**config.mk**
```make
export PLATFORM = sky130hd
export DESIGN_NAME = riscv_core_dpath_dmem_resp_queue_flat
export DESIGN_NICKNAME = d
export VERILOG_FILES = /design/src/rtl/riscv_core_dpath_dmem_resp_queue_pkg.sv /design/src/rtl/riscv_core_dpath_dmem_resp_queue_if.sv /design/src/rtl/riscv_core_dpath_subword_adjust.sv /design/src/rtl/riscv_core_dpath_dmem_resp_queue.sv /design/src/flat_wrapper.sv
export SDC_FILE = /design/constraint.sdc
export NUM_CORES = 1
export LEC_CHECK = 0
export BUFFER_PORTS_ARGS = -buffer_cell sky130_fd_sc_hd__buf_2
export CAP_MARGIN = 15
export CORE_MARGIN = 2
export CORE_UTILIZATION = 50
export CTS_CLUSTER_SIZE = 16
export DETAILED_ROUTE_END_ITERATION = 10
export PLACE_DENSITY = 0.76
export SLEW_MARGIN = 20
export SYNTH_ARGS = -nofsm -noshare
export SYNTH_HDL_FRONTEND = slang
export SYNTH_SLANG_ARGS = --single-unit
```
**constraint.sdc**
```tcl
create_clock -name clk -period 2.4 [get_ports clk]
set_input_delay 0.48 -clock clk [delete_from_list [all_inputs] [get_ports clk]]
set_output_delay 0.48 -clock clk [all_outputs]
set_load 0.05 [all_outputs]
```
**src/rtl/riscv_core_dpath_dmem_resp_queue_pkg.sv**
```systemverilog
// riscv_dmem_pkg: load-mode encodings shared by the dmem response path and M-stage mux
package riscv_dmem_pkg;
   typedef enum logic [2:0] {
      MODE_FULL = 3'd0,
      MODE_LB   = 3'd1,
      MODE_LBU  = 3'd2,
      MODE_LH   = 3'd3,
      MODE_LHU  = 3'd4,
      MODE_LW   = 3'd5,
      MODE_LWU  = 3'd6,
      MODE_RSVD = 3'd7
   } mode_e;
endpackage

```
**src/rtl/riscv_core_dpath_dmem_resp_queue_if.sv**
```systemverilog
// riscv_core_dpath_dmem_resp_queue_if: dmem response enqueue side and M-stage dequeue side
interface riscv_core_dpath_dmem_resp_queue_if #(parameter int DATA_W = 32);
   localparam int OW = $clog2(DATA_W / 8);
   logic              enq_val;
   logic              enq_rdy;
   logic [DATA_W-1:0] enq_data;
   logic [2:0]        enq_mode;
   logic [OW-1:0]     enq_byte_off;
   logic              deq_val;
   logic              deq_rdy;
   logic [DATA_W-1:0] deq_data;
   modport master (output enq_val, enq_data, enq_mode, enq_byte_off, deq_rdy,
                   input  enq_rdy, deq_val, deq_data);
   modport slave  (input  enq_val, enq_data, enq_mode, enq_byte_off, deq_rdy,
                   output enq_rdy, deq_val, deq_data);
endinterface

```
**src/rtl/riscv_core_dpath_subword_adjust.sv**
```systemverilog
// riscv_core_dpath_subword_adjust: byte/half/word extraction with sign or zero extension
module riscv_core_dpath_subword_adjust
   import riscv_dmem_pkg::*;
#(
   parameter int DATA_W = 32
) (
   input  logic [DATA_W-1:0]              data,
   input  logic [2:0]                     mode,
   input  logic [$clog2(DATA_W/8)-1:0]    byte_off,
   output logic [DATA_W-1:0]              adj
);
   localparam int OW = $clog2(DATA_W / 8);
   localparam bit WIDE = DATA_W == 64;
   localparam logic [OW+2:0] H_MASK = ~(OW+3)'(8);
   localparam logic [OW+2:0] W_MASK = (OW+3)'(WIDE ? 32 : 0);
   logic [OW+2:0]     sb;
   logic [DATA_W-1:0] b, h, w;
   // word modes use the low half of w; on a 32-bit path they fall through to full data
   always_comb begin
      sb  = {byte_off, 3'b000};
      b   = data >> sb;
      h   = data >> (sb & H_MASK);
      w   = data >> (sb & W_MASK);
      adj = mode == MODE_LB  ? {{(DATA_W-8){b[7]}}, b[7:0]} :
            mode == MODE_LBU ? {{(DATA_W-8){1'b0}}, b[7:0]} :
            mode == MODE_LH  ? {{(DATA_W-16){h[15]}}, h[15:0]} :
            mode == MODE_LHU ? {{(DATA_W-16){1'b0}}, h[15:0]} :
            WIDE && mode == MODE_LW  ? {{(DATA_W/2){w[31]}}, w[DATA_W/2-1:0]} :
            WIDE && mode == MODE_LWU ? {{(DATA_W/2){1'b0}}, w[DATA_W/2-1:0]} :
            data;
   end
endmodule

```
**src/rtl/riscv_core_dpath_dmem_resp_queue.sv**
```systemverilog
// riscv_core_dpath_dmem_resp_queue: DEPTH-entry dmem response FIFO with subword adjust and optional bypass
module riscv_core_dpath_dmem_resp_queue
   import riscv_dmem_pkg::*;
#(
   parameter int DATA_W = 32,
   parameter int DEPTH  = 2,
   parameter int BYPASS = 1
) (
   input  logic                         clk,
   input  logic                         reset_n,
   input  logic                         flush,
   riscv_core_dpath_dmem_resp_queue_if.slave q,
   output logic [$clog2(DEPTH+1)-1:0]   count,
   output logic                         full,
   output logic                         empty
);
   localparam int CW = $clog2(DEPTH + 1);
   localparam int PW = DEPTH > 1 ? $clog2(DEPTH) : 1;
   logic [DATA_W-1:0] mem [DEPTH];
   logic [DATA_W-1:0] adj;
   logic [PW-1:0]     head, tail;
   logic              bypass, enq_fire, deq_fire;
   riscv_core_dpath_subword_adjust #(.DATA_W(DATA_W)) u_adj (
      .data     (q.enq_data),
      .mode     (q.enq_mode),
      .byte_off (q.enq_byte_off),
      .adj      (adj)
   );
   always_comb begin
      full       = count == CW'(DEPTH);
      empty      = count == '0;
      bypass     = BYPASS != 0 && empty && q.enq_val && q.deq_rdy && !flush;
      q.enq_rdy  = !full && !flush;
      q.deq_val  = (!empty && !flush) || bypass;
      q.deq_data = bypass ? adj : mem[head];
      enq_fire   = q.enq_val && q.enq_rdy && !bypass;
      deq_fire   = !empty && !flush && q.deq_rdy;
   end
   always_ff @(posedge clk or negedge reset_n) begin
      if (!reset_n) begin
         head  <= '0;
         tail  <= '0;
         count <= '0;
      end else if (flush) begin
         head  <= '0;
         tail  <= '0;
         count <= '0;
      end else begin
         if (enq_fire) tail <= tail == PW'(DEPTH - 1) ? '0 : tail + PW'(1);
         if (deq_fire) head <= head == PW'(DEPTH - 1) ? '0 : head + PW'(1);
         count <= count + CW'(enq_fire) - CW'(deq_fire);
      end
   end
   always_ff @(posedge clk) begin
      if (enq_fire) mem[tail] <= adj;
   end
   a_no_overflow: assert property (@(posedge clk) disable iff (!reset_n) count <= CW'(DEPTH));
endmodule
```
**src/flat_wrapper.sv**
```systemverilog
// flat-port wrapper written by rule: the top's interface ports become plain ports
module riscv_core_dpath_dmem_resp_queue_flat import riscv_dmem_pkg::*;
#(
   parameter int DATA_W = 32,
   parameter int DEPTH  = 2,
   parameter int BYPASS = 1
)
  (clk, reset_n, flush, count, full, empty, q_enq_val, q_enq_data, q_enq_mode, q_enq_byte_off, q_deq_rdy, q_enq_rdy, q_deq_val, q_deq_data);
  riscv_core_dpath_dmem_resp_queue_if #(.DATA_W(DATA_W)) q_i ();
  input  logic clk;
  input  logic reset_n;
  input  logic flush;
  output logic [$clog2(DEPTH+1)-1:0] count;
  output logic full;
  output logic empty;
  input wire logic [$bits(q_i.enq_val)-1:0] q_enq_val;
  input wire logic [$bits(q_i.enq_data)-1:0] q_enq_data;
  input wire logic [$bits(q_i.enq_mode)-1:0] q_enq_mode;
  input wire logic [$bits(q_i.enq_byte_off)-1:0] q_enq_byte_off;
  input wire logic [$bits(q_i.deq_rdy)-1:0] q_deq_rdy;
  output wire logic [$bits(q_i.enq_rdy)-1:0] q_enq_rdy;
  output wire logic [$bits(q_i.deq_val)-1:0] q_deq_val;
  output wire logic [$bits(q_i.deq_data)-1:0] q_deq_data;
  assign q_i.enq_val = q_enq_val;
  assign q_i.enq_data = q_enq_data;
  assign q_i.enq_mode = q_enq_mode;
  assign q_i.enq_byte_off = q_enq_byte_off;
  assign q_i.deq_rdy = q_deq_rdy;
  assign q_enq_rdy = q_i.enq_rdy;
  assign q_deq_val = q_i.deq_val;
  assign q_deq_data = q_i.deq_data;
  riscv_core_dpath_dmem_resp_queue #(.DATA_W(DATA_W), .DEPTH(DEPTH), .BYPASS(BYPASS)) u_core (.clk(clk), .reset_n(reset_n), .flush(flush), .q(q_i), .count(count), .full(full), .empty(empty));
endmodule
```
==> run summary, run 1 <==
## Min path
• **path class of the lowest-slack min-delay path** in -> reg
• **end point of the worst hold path** u_core.count[1]$_DFF_PN0_
• **Hold Path Stages** 3
• **Worst Hold Launch** flush

## Routing
• **average wire length per cell after detail routing** 18.5 um
• **DRC violation count after routing** 0
• **routed via count divided by cell count** 5.76
• **WL final** 11400 um
• **number of nets still failing antenna checks after routing** 0
• **number of DRC markers after the initial detailed-route iteration** 325
• **via count of the routed design** 3535
• **number of iterations in the first detailed-routing pass** 5

## Power
• **leakage power** 2.36 nW
• **net switching power of the design** 0.00133 W
• **part of the total power dissipated in sequential elements** 36.4%
• **worst voltage drop across the vdd grid** 0.426 mV
• **cell area power density** 688 mW/mm^2
• **net switching share of the total power** 34.1%
• **portion of total power attributed to the clock network** 25.8%
• **power share of the combinational group** 37.9%
• **Int Power** 0.00257 W

## Global routing
• **number of antenna violations at the first check in global routing** 0
• **via count of the first global-routing pass** 3450
• **pin count of the biggest net entering global routing** 27
• **global routing usage summed across all routing layers** 25.9%
• **global-route congestion overflow total** 0
• **first-pass GRT wire length** 17300 um

## Clock network
• **number of buffers on the longest clock path** 2
• **Clock Tree Root** clkbuf_8
• **number of H-tree branching levels** 3
• **number of sinks handled by clock tree synthesis** 68
• **number of clock buffers inserted by TritonCTS** 9
• **clock latency reported for the late side of the worst-skew pair** 0.34 ns
• **TritonCTS clock tree** built
• **clock-pin slew on the worst setup and hold paths** 0.07 ns

## Setup path
• **WP data required** 1.92 ns
• **end of the worst register-to-register path** u_core.count[1]$_DFF_PN0_
• **CP startpoint kind** input pin
• **Critical Setup Path Class** in -> out
• **number of cells on the worst reg-to-reg path** 7
• **ordered list of cells on the worst path** buf_2 > mux4_2 > nand2_4 > o21ai_1 > a221o_1 > o21a_2 > buf_6
• **start of the worst register-to-register path** u_core.count[0]$_DFF_PN0_
• **Largest stage delay, worst path** 0.51 ns
• **crit path capture type** output pin
• **Arr. time, crit path** 1.98 ns
• **worst setup slack for register-to-register paths** 0.75 ns
• **worst setup path startpoint** q_enq_data[23]
• **maximum fanout count along the critical path** 8
• **Worst path slowest cell** mux4_2

## Floorplanning
• **placeable core region** 0.00809 sq mm
• **die area** 0.00895 sq mm
• **horizontal extent of the die** 94.6 um
• **Top Ports** 80
• **Vert. Die Dim** 94.6 um
• **starting density of the core** 50.7%
• **standard-cell row count** 33

## STA
• **period utilisation layout** 103%
• **transition time at the pin with the least slew margin** 0.364 ns
• **RSZ-0062 raised after global routing** yes
• **timing-limited maximum frequency** 0.406 GHz
• **time the final worst path needs with I/O delays and setup** 2.46 ns
• **hold violation count in the final report** 0
• **remaining max-slew budget at the tightest pin** 75.8%
• **worst clock skew on the final layout** 0.00245 ns
• **setup slack of the critical path after layout** -0.0644 ns
• **Setup violations, final** 22
• **Slew Limit Fails** 0

## Layout
• **antenna diode count** 0
• **Area Overhead vs Synth** 38.1%
• **filler cell count in the final layout** 628
• **Final Net Count** 548
• **final core utilization** 70.0%
• **fraction of layout instances using a drive strength above 1** 45.8%

## Placed design
• **post-placement worst setup slack** -0.206 ns
• **hpwl dp** 8110 um
• **RD Place Congestion** 0.965
• **# port buffers** 79

## Yosys
• **top cell type by total area after synthesis** edfxtp_1
• **total standard cell area after synthesis** 0.00410 sq mm
• **net count after synthesis** 422
• **library cells used by synthesis** 39
• **mean instance size in the synthesized netlist** 10.9 sq um
• **Seq/Total Area, Yosys** 49.3%
• **post-synthesis cell count** 378
• **number of enable flip-flop cells after synthesis** 64
• **Most used DFF post-synth** edfxtp_1
• **async set-or-reset flop fraction in the synthesized netlist** 5.88%
• **total of flip-flops plus latches after synthesis** 68
• **top cell type's share of synthesized area** 46.8%
• **biggest area contributors in the synthesized netlist** edfxtp_1 (47%), mux2i_1 (7.6%), a21o_1 (5.9%)
• **YS warnings** 0

## Run status
• **violated checks** setup timing
• **outcome** finished with violations

## Job
• **max-cap check violation count** 0

-- power groups by stage --
stage | Combinational (W) | Clock [W] | Sequential, W
after floorplan | 0.000914 | 0 | 0.00144
after global placement | 0.00125 | 0 | 0.00144
after detailed placement | 0.00127 | 0 | 0.00144
after CTS | 0.00142 | 0.00101 | 0.00142
after global routing | 0.00156 | 0.00107 | 0.00142
final | 0.00148 | 0.00100 | 0.00142
-- cells in the final DEF (no fill, tap or decap), types with 3 or more instances in the layout --
cell type / n
o221ai_1: 4
mux2_2: 8
a21o_2: 8
buf_12: 4
and2_4: 3
inv_1: 3
nor2b_1: 5
a21o_1: 20
edfxtp_1: 64
buf_4: 62
a21o_4: 4
mux4_2: 8
o22a_1: 8
o21ai_0: 16
buf_6: 32
or2_2: 7
a221o_1: 7
o21a_2: 7
a21oi_2: 8
clkinv_2: 3
a22oi_1: 6
xor2_1: 3
buf_8: 3
o21ai_1: 8
clkbuf_8: 9
buf_2: 42
mux2i_1: 31
nor2_1: 55
o221ai_2: 4
nand2_1: 25
-- area by class of cell --
class / count / area [sq um] / share of cell area [%]
clock inverter: 6 / 78.8 / 1.39
multi-input combinational: 277 / 2110 / 37.2
tap: 105 / 131 / 2.32
sequential: 68 / 2030 / 35.8
timing repair buffer: 145 / 1180 / 20.8
clock buffer: 10 / 128 / 2.25
inverter: 3 / 11.3 / 0.199
-- metal layers --
metal  global-route usage, %  wire length, um  vias to the layer above
met3                    6.54              720                       22
li1                        -                -                     1670
met1                    34.2             4850                     1705
met4                    9.66              242                        0
met2                    41.4             5560                      138
met5                       0                0                        -
-- worst max-delay path, delay by kind of cell --
kind,cells,cell delay [ns]
AOI/OAI and AO/OA,3,0.59
muxes,1,0.51
buffers and inverters,2,0.27
and+or+nand+nor,1,0.13
-- cell families after synthesis --
group           after synthesis  share of synthesized area (%)
compound gates              111                           19.0
xor+xnor                      5                           1.07
fa+ha+maj                     2                          0.610
simple gates                111                           11.9
buf+inv                      33                           3.72
mux                          48                           14.4
flops                        68                           49.3
-- cells in the mapped netlist (4+ instances only) --
library cell and instances:
or2_2 9, a21o_1 32, mux2_2 8, o21a_1 8, o21ai_0 19, clkbuf_1 17, edfxtp_1 64, a22oi_1 7
nor2_1 56, a21oi_1 11, buf_1 5, o221ai_1 8, a221o_1 7, nor2b_1 6, mux4_2 8, buf_2 5
dfrtp_1 4, nand2_1 27, o22a_1 8, mux2i_1 31, o21ai_1 7
-- registers in the layout (all words and copies together), names as in the netlist --
name          count
u_core.count      2
u_core.head       1
u_core.mem       64
u_core.tail       1
-- worst max-delay path by stage --
| stage | to | cells past startpoint | slack (ns) |
|---|---|---|---|
| finish | q_deq_data[8] | 7 | -0.06 |
| global placement | q_deq_data[10] | 7 | -0.16 |
| CTS | q_deq_data[9] | 7 | -0.05 |
| global route | q_deq_data[8] | 7 | -0.12 |
| floorplan | q_deq_data[3] | 5 | -0.1 |
| detailed placement | q_deq_data[14] | 7 | -0.21 |
-- repair_timing --
action / 4_1_cts / 5_1_grt
endpoints found under the setup margin: 32 / 31
hold buffers: 1 / 0
endpoints found under the hold margin: 4 / 0
setup buffers: 7 / 8
gates resized for setup: 73 / 25
pin swaps: 3 / 3
-- per-stage QoR --
step | instance area, sq um | std cells | setup TNS [ns] | power [W] | hold slack (ns)
5_1_grt | 5670 | 614 | -1.61 | 0.00405 | 0.445
4_1_cts | 5520 | 606 | -0.316 | 0.00385 | 0.436
3_3_place_gp | 5030 | 582 | -3.72 | 0.00269 | 0.289
3_5_place_dp | 5030 | 582 | -4.02 | 0.00271 | 0.290
6_report | 5670 | 614 | -0.832 | 0.00390 | 0.447
2_1_floorplan | 4220 | 378 | -0.660 | 0.00236 | 0.184
Power figures use the tool's default switching activity.
==> inputs of run 2 (changes only) <==
--- a/config.mk
+++ b/config.mk
@@ -8,10 +8,10 @@
 export BUFFER_PORTS_ARGS = -buffer_cell sky130_fd_sc_hd__buf_2
 export CAP_MARGIN = 15
 export CORE_MARGIN = 2
-export CORE_UTILIZATION = 50
+export CORE_UTILIZATION = 60
 export CTS_CLUSTER_SIZE = 16
 export DETAILED_ROUTE_END_ITERATION = 10
-export PLACE_DENSITY = 0.76
+export PLACE_DENSITY = 0.86
 export SLEW_MARGIN = 20
 export SYNTH_ARGS = -nofsm -noshare
 export SYNTH_HDL_FRONTEND = slang
==> constraint.sdc (replaced) <==
create_clock -name clk -period 3.15 [get_ports clk]
set_input_delay 0.63 -clock clk [delete_from_list [all_inputs] [get_ports clk]]
set_output_delay 0.63 -clock clk [all_outputs]
set_load 0.05 [all_outputs]
==> run 2 against run 1 <==
  * Non-clock buffer count decreased by 56
  * Highest routed layer unchanged
  * Sequential share of layout area grew 6.5 points
  * Count of clock-buffer cells in the layout fell by 1
  * Clock skew rose by 0.0052 ns
  * Die area is 16% lower
  * Cell count down 13%
  * The flow now finishes without violations
  * Total power fell by 30%
  * Combinational power decreased by 40%
  * Register-to-register slack better by 0.69 ns
==> run summary, run 2 (synthesized netlist as in run 1, its figures left out) <==
## Global routing
• **first-pass GRT wire length** 15600 um
• **number of antenna violations at the first check in global routing** 0
• **via count of the first global-routing pass** 3120
• **global-route congestion overflow total** 0
• **global routing usage summed across all routing layers** 27.3%
• **pin count of the biggest net entering global routing** 43

## Setup path
• **worst setup path startpoint** q_enq_byte_off[1]
• **Critical Setup Path Class** in -> out
• **CP startpoint kind** input pin
• **Arr. time, crit path** 2.39 ns
• **crit path capture type** output pin
• **start of the worst register-to-register path** u_core.count[1]$_DFF_PN0_
• **WP data required** 2.52 ns
• **maximum fanout count along the critical path** 12

## Routing
• **number of DRC markers after the initial detailed-route iteration** 326
• **number of iterations in the first detailed-routing pass** 5
• **WL final** 10100 um
• **average wire length per cell after detail routing** 18.9 um
• **DRC violation count after routing** 0
• **number of nets still failing antenna checks after routing** 0
• **routed via count divided by cell count** 6.18
• **via count of the routed design** 3294

## Clock network
• **number of gates given a new drive strength after cts** 0
• **number of buffers inserted by post-CTS setup repair** 0
• **number of sinks handled by clock tree synthesis** 68
• **number of clock buffers inserted by TritonCTS** 9
• **Clock Tree Root** clkbuf_8
• **number of H-tree branching levels** 3
• **TritonCTS clock tree** built
• **clock-pin slew on the worst setup and hold paths** 0.07 ns
• **clock latency reported for the late side of the worst-skew pair** 0.35 ns
• **number of buffers on the longest clock path** 2
• **number of buffers inserted for hold repair after clock tree synthesis** 0

## Power
• **cell area power density** 574 mW/mm^2
• **leakage power** 1.98 nW
• **worst voltage drop across the vdd grid** 0.364 mV

## Placed design
• **hpwl dp** 7010 um
• **post-detailed-placement cell area** 0.00457 sq mm
• **RD Place Congestion** 0.960
• **# port buffers** 79

## Floorplanning
• **starting density of the core** 61.1%
• **die area** 0.00752 sq mm
• **Vert. Die Dim** 86.7 um
• **horizontal extent of the die** 86.7 um
• **placeable core region** 0.00672 sq mm
• **standard-cell row count** 30
• **Top Ports** 80

## Layout
• **final std cell area, no fill** 0.00478 sq mm
• **Area Overhead vs Synth** 16.6%
• **commonest non-fill, non-tap cells in the layout** buf_2 (79), edfxtp_1 (64), nor2_1 (55)
• **antenna diode count** 0
• **flip-flop count of the largest register after layout** 64
• **leading cell type in the layout, fill and taps excluded** buf_2
• **Sequential Area** 0.00202 sq mm
• **register containing the most flip-flops in the final layout** u_core.mem
• **area taken by multi-input logic gates** 0.00195 sq mm
• **Final Net Count** 492
• **fraction of layout instances using a drive strength above 1** 30.7%
• **filler cell count in the final layout** 516
• **Regs by FF count** u_core.mem (64), u_core.count (2)

## STA
• **remaining max-slew budget at the tightest pin** 65.1%
• **time the final worst path needs with I/O delays and setup** 3.02 ns
• **RSZ-0062 raised after global routing** no
• **worst clock skew on the final layout** 0.00767 ns
• **hold violation count in the final report** 0
• **period utilisation layout** 95.8%
• **Setup TNS** 0 ns
• **timing-limited maximum frequency** 0.331 GHz
• **Setup violations, final** 0
• **transition time at the pin with the least slew margin** 0.523 ns
• **Slew Limit Fails** 0

## Run status
• **outcome** finished clean

## Min path
• **path class of the lowest-slack min-delay path** in -> async

## Job
• **max-cap check violation count** 0

run 2: cell count changes in the layout (fill, tap and decap cells not counted), sizes merged:
cell and delta:
clkbuf -2, dlygate4sd3 -1, clkinv +1, buf -54
run 2: routing by layer:
layer,track usage [%],vias to the layer above,share of wire [%]
met5,0,-,0
met2,45.9,173,49
li1,-,1553,-
met4,6.82,0,1.5
met3,6.38,15,8.5
met1,36.0,1553,41
run 2: critical path, stage by stage:
cell	delay (ns)
buf_2	0.16
buf_4	0.20
nor2b_1	0.06
o21ai_0	0.20
nand2_1	0.25
a221o_1	0.49
o21a_1	0.19
buf_2	0.20
run 2: cell type report:
cell class              count  area share, %
multi-input cells         277           40.8
flip-flops and latches     68           42.3
inverters                   3          0.235
clock buffers               9           2.59
repair buffers             89           10.1
clock inverters             7           1.91
well taps                  80           2.09
run 2: power by group:
group / switching [W] / internal [W]
clock network: 0.000349 / 0.000443
registers: 0.0000204 / 0.00105
logic: 0.000607 / 0.000279
run 2: path summary, 6_finish.rpt:
| check | to | slack (ns) | cells after the start |
|---|---|---|---|
| setup / recovery | q_deq_data[10] | 0.13 | 8 |
| hold / removal | u_core.count[1]$_DFF_PN0_ | 0.07 | 1 |
| setup reg to reg | u_core.mem[0][27]$_DFFE_PP_ | 1.44 | 4 |
| hold reg to reg | u_core.tail$_DFFE_PN0P_ | 0.62 | 2 |
| max in group asynchronous | u_core.head$_DFFE_PN0P_ | 2.95 | 1 |
| min in group clk | u_core.tail$_DFFE_PN0P_ | 0.55 | 2 |
run 2: stage by stage:
stage	setup slack, ns	utilization, %	total power, W	hold slack (ns)	cells
floorplan	0.0194	-	0.00176	0.334	378
global placement	0.246	68.0	0.00195	0.436	517
detailed placement	0.166	68.0	0.00197	0.439	517
CTS	0.161	71.2	0.00275	0.0679	533
global route	0.0427	71.2	0.00285	0.0601	533
finish	0.133	71.2	0.00275	0.0734	533
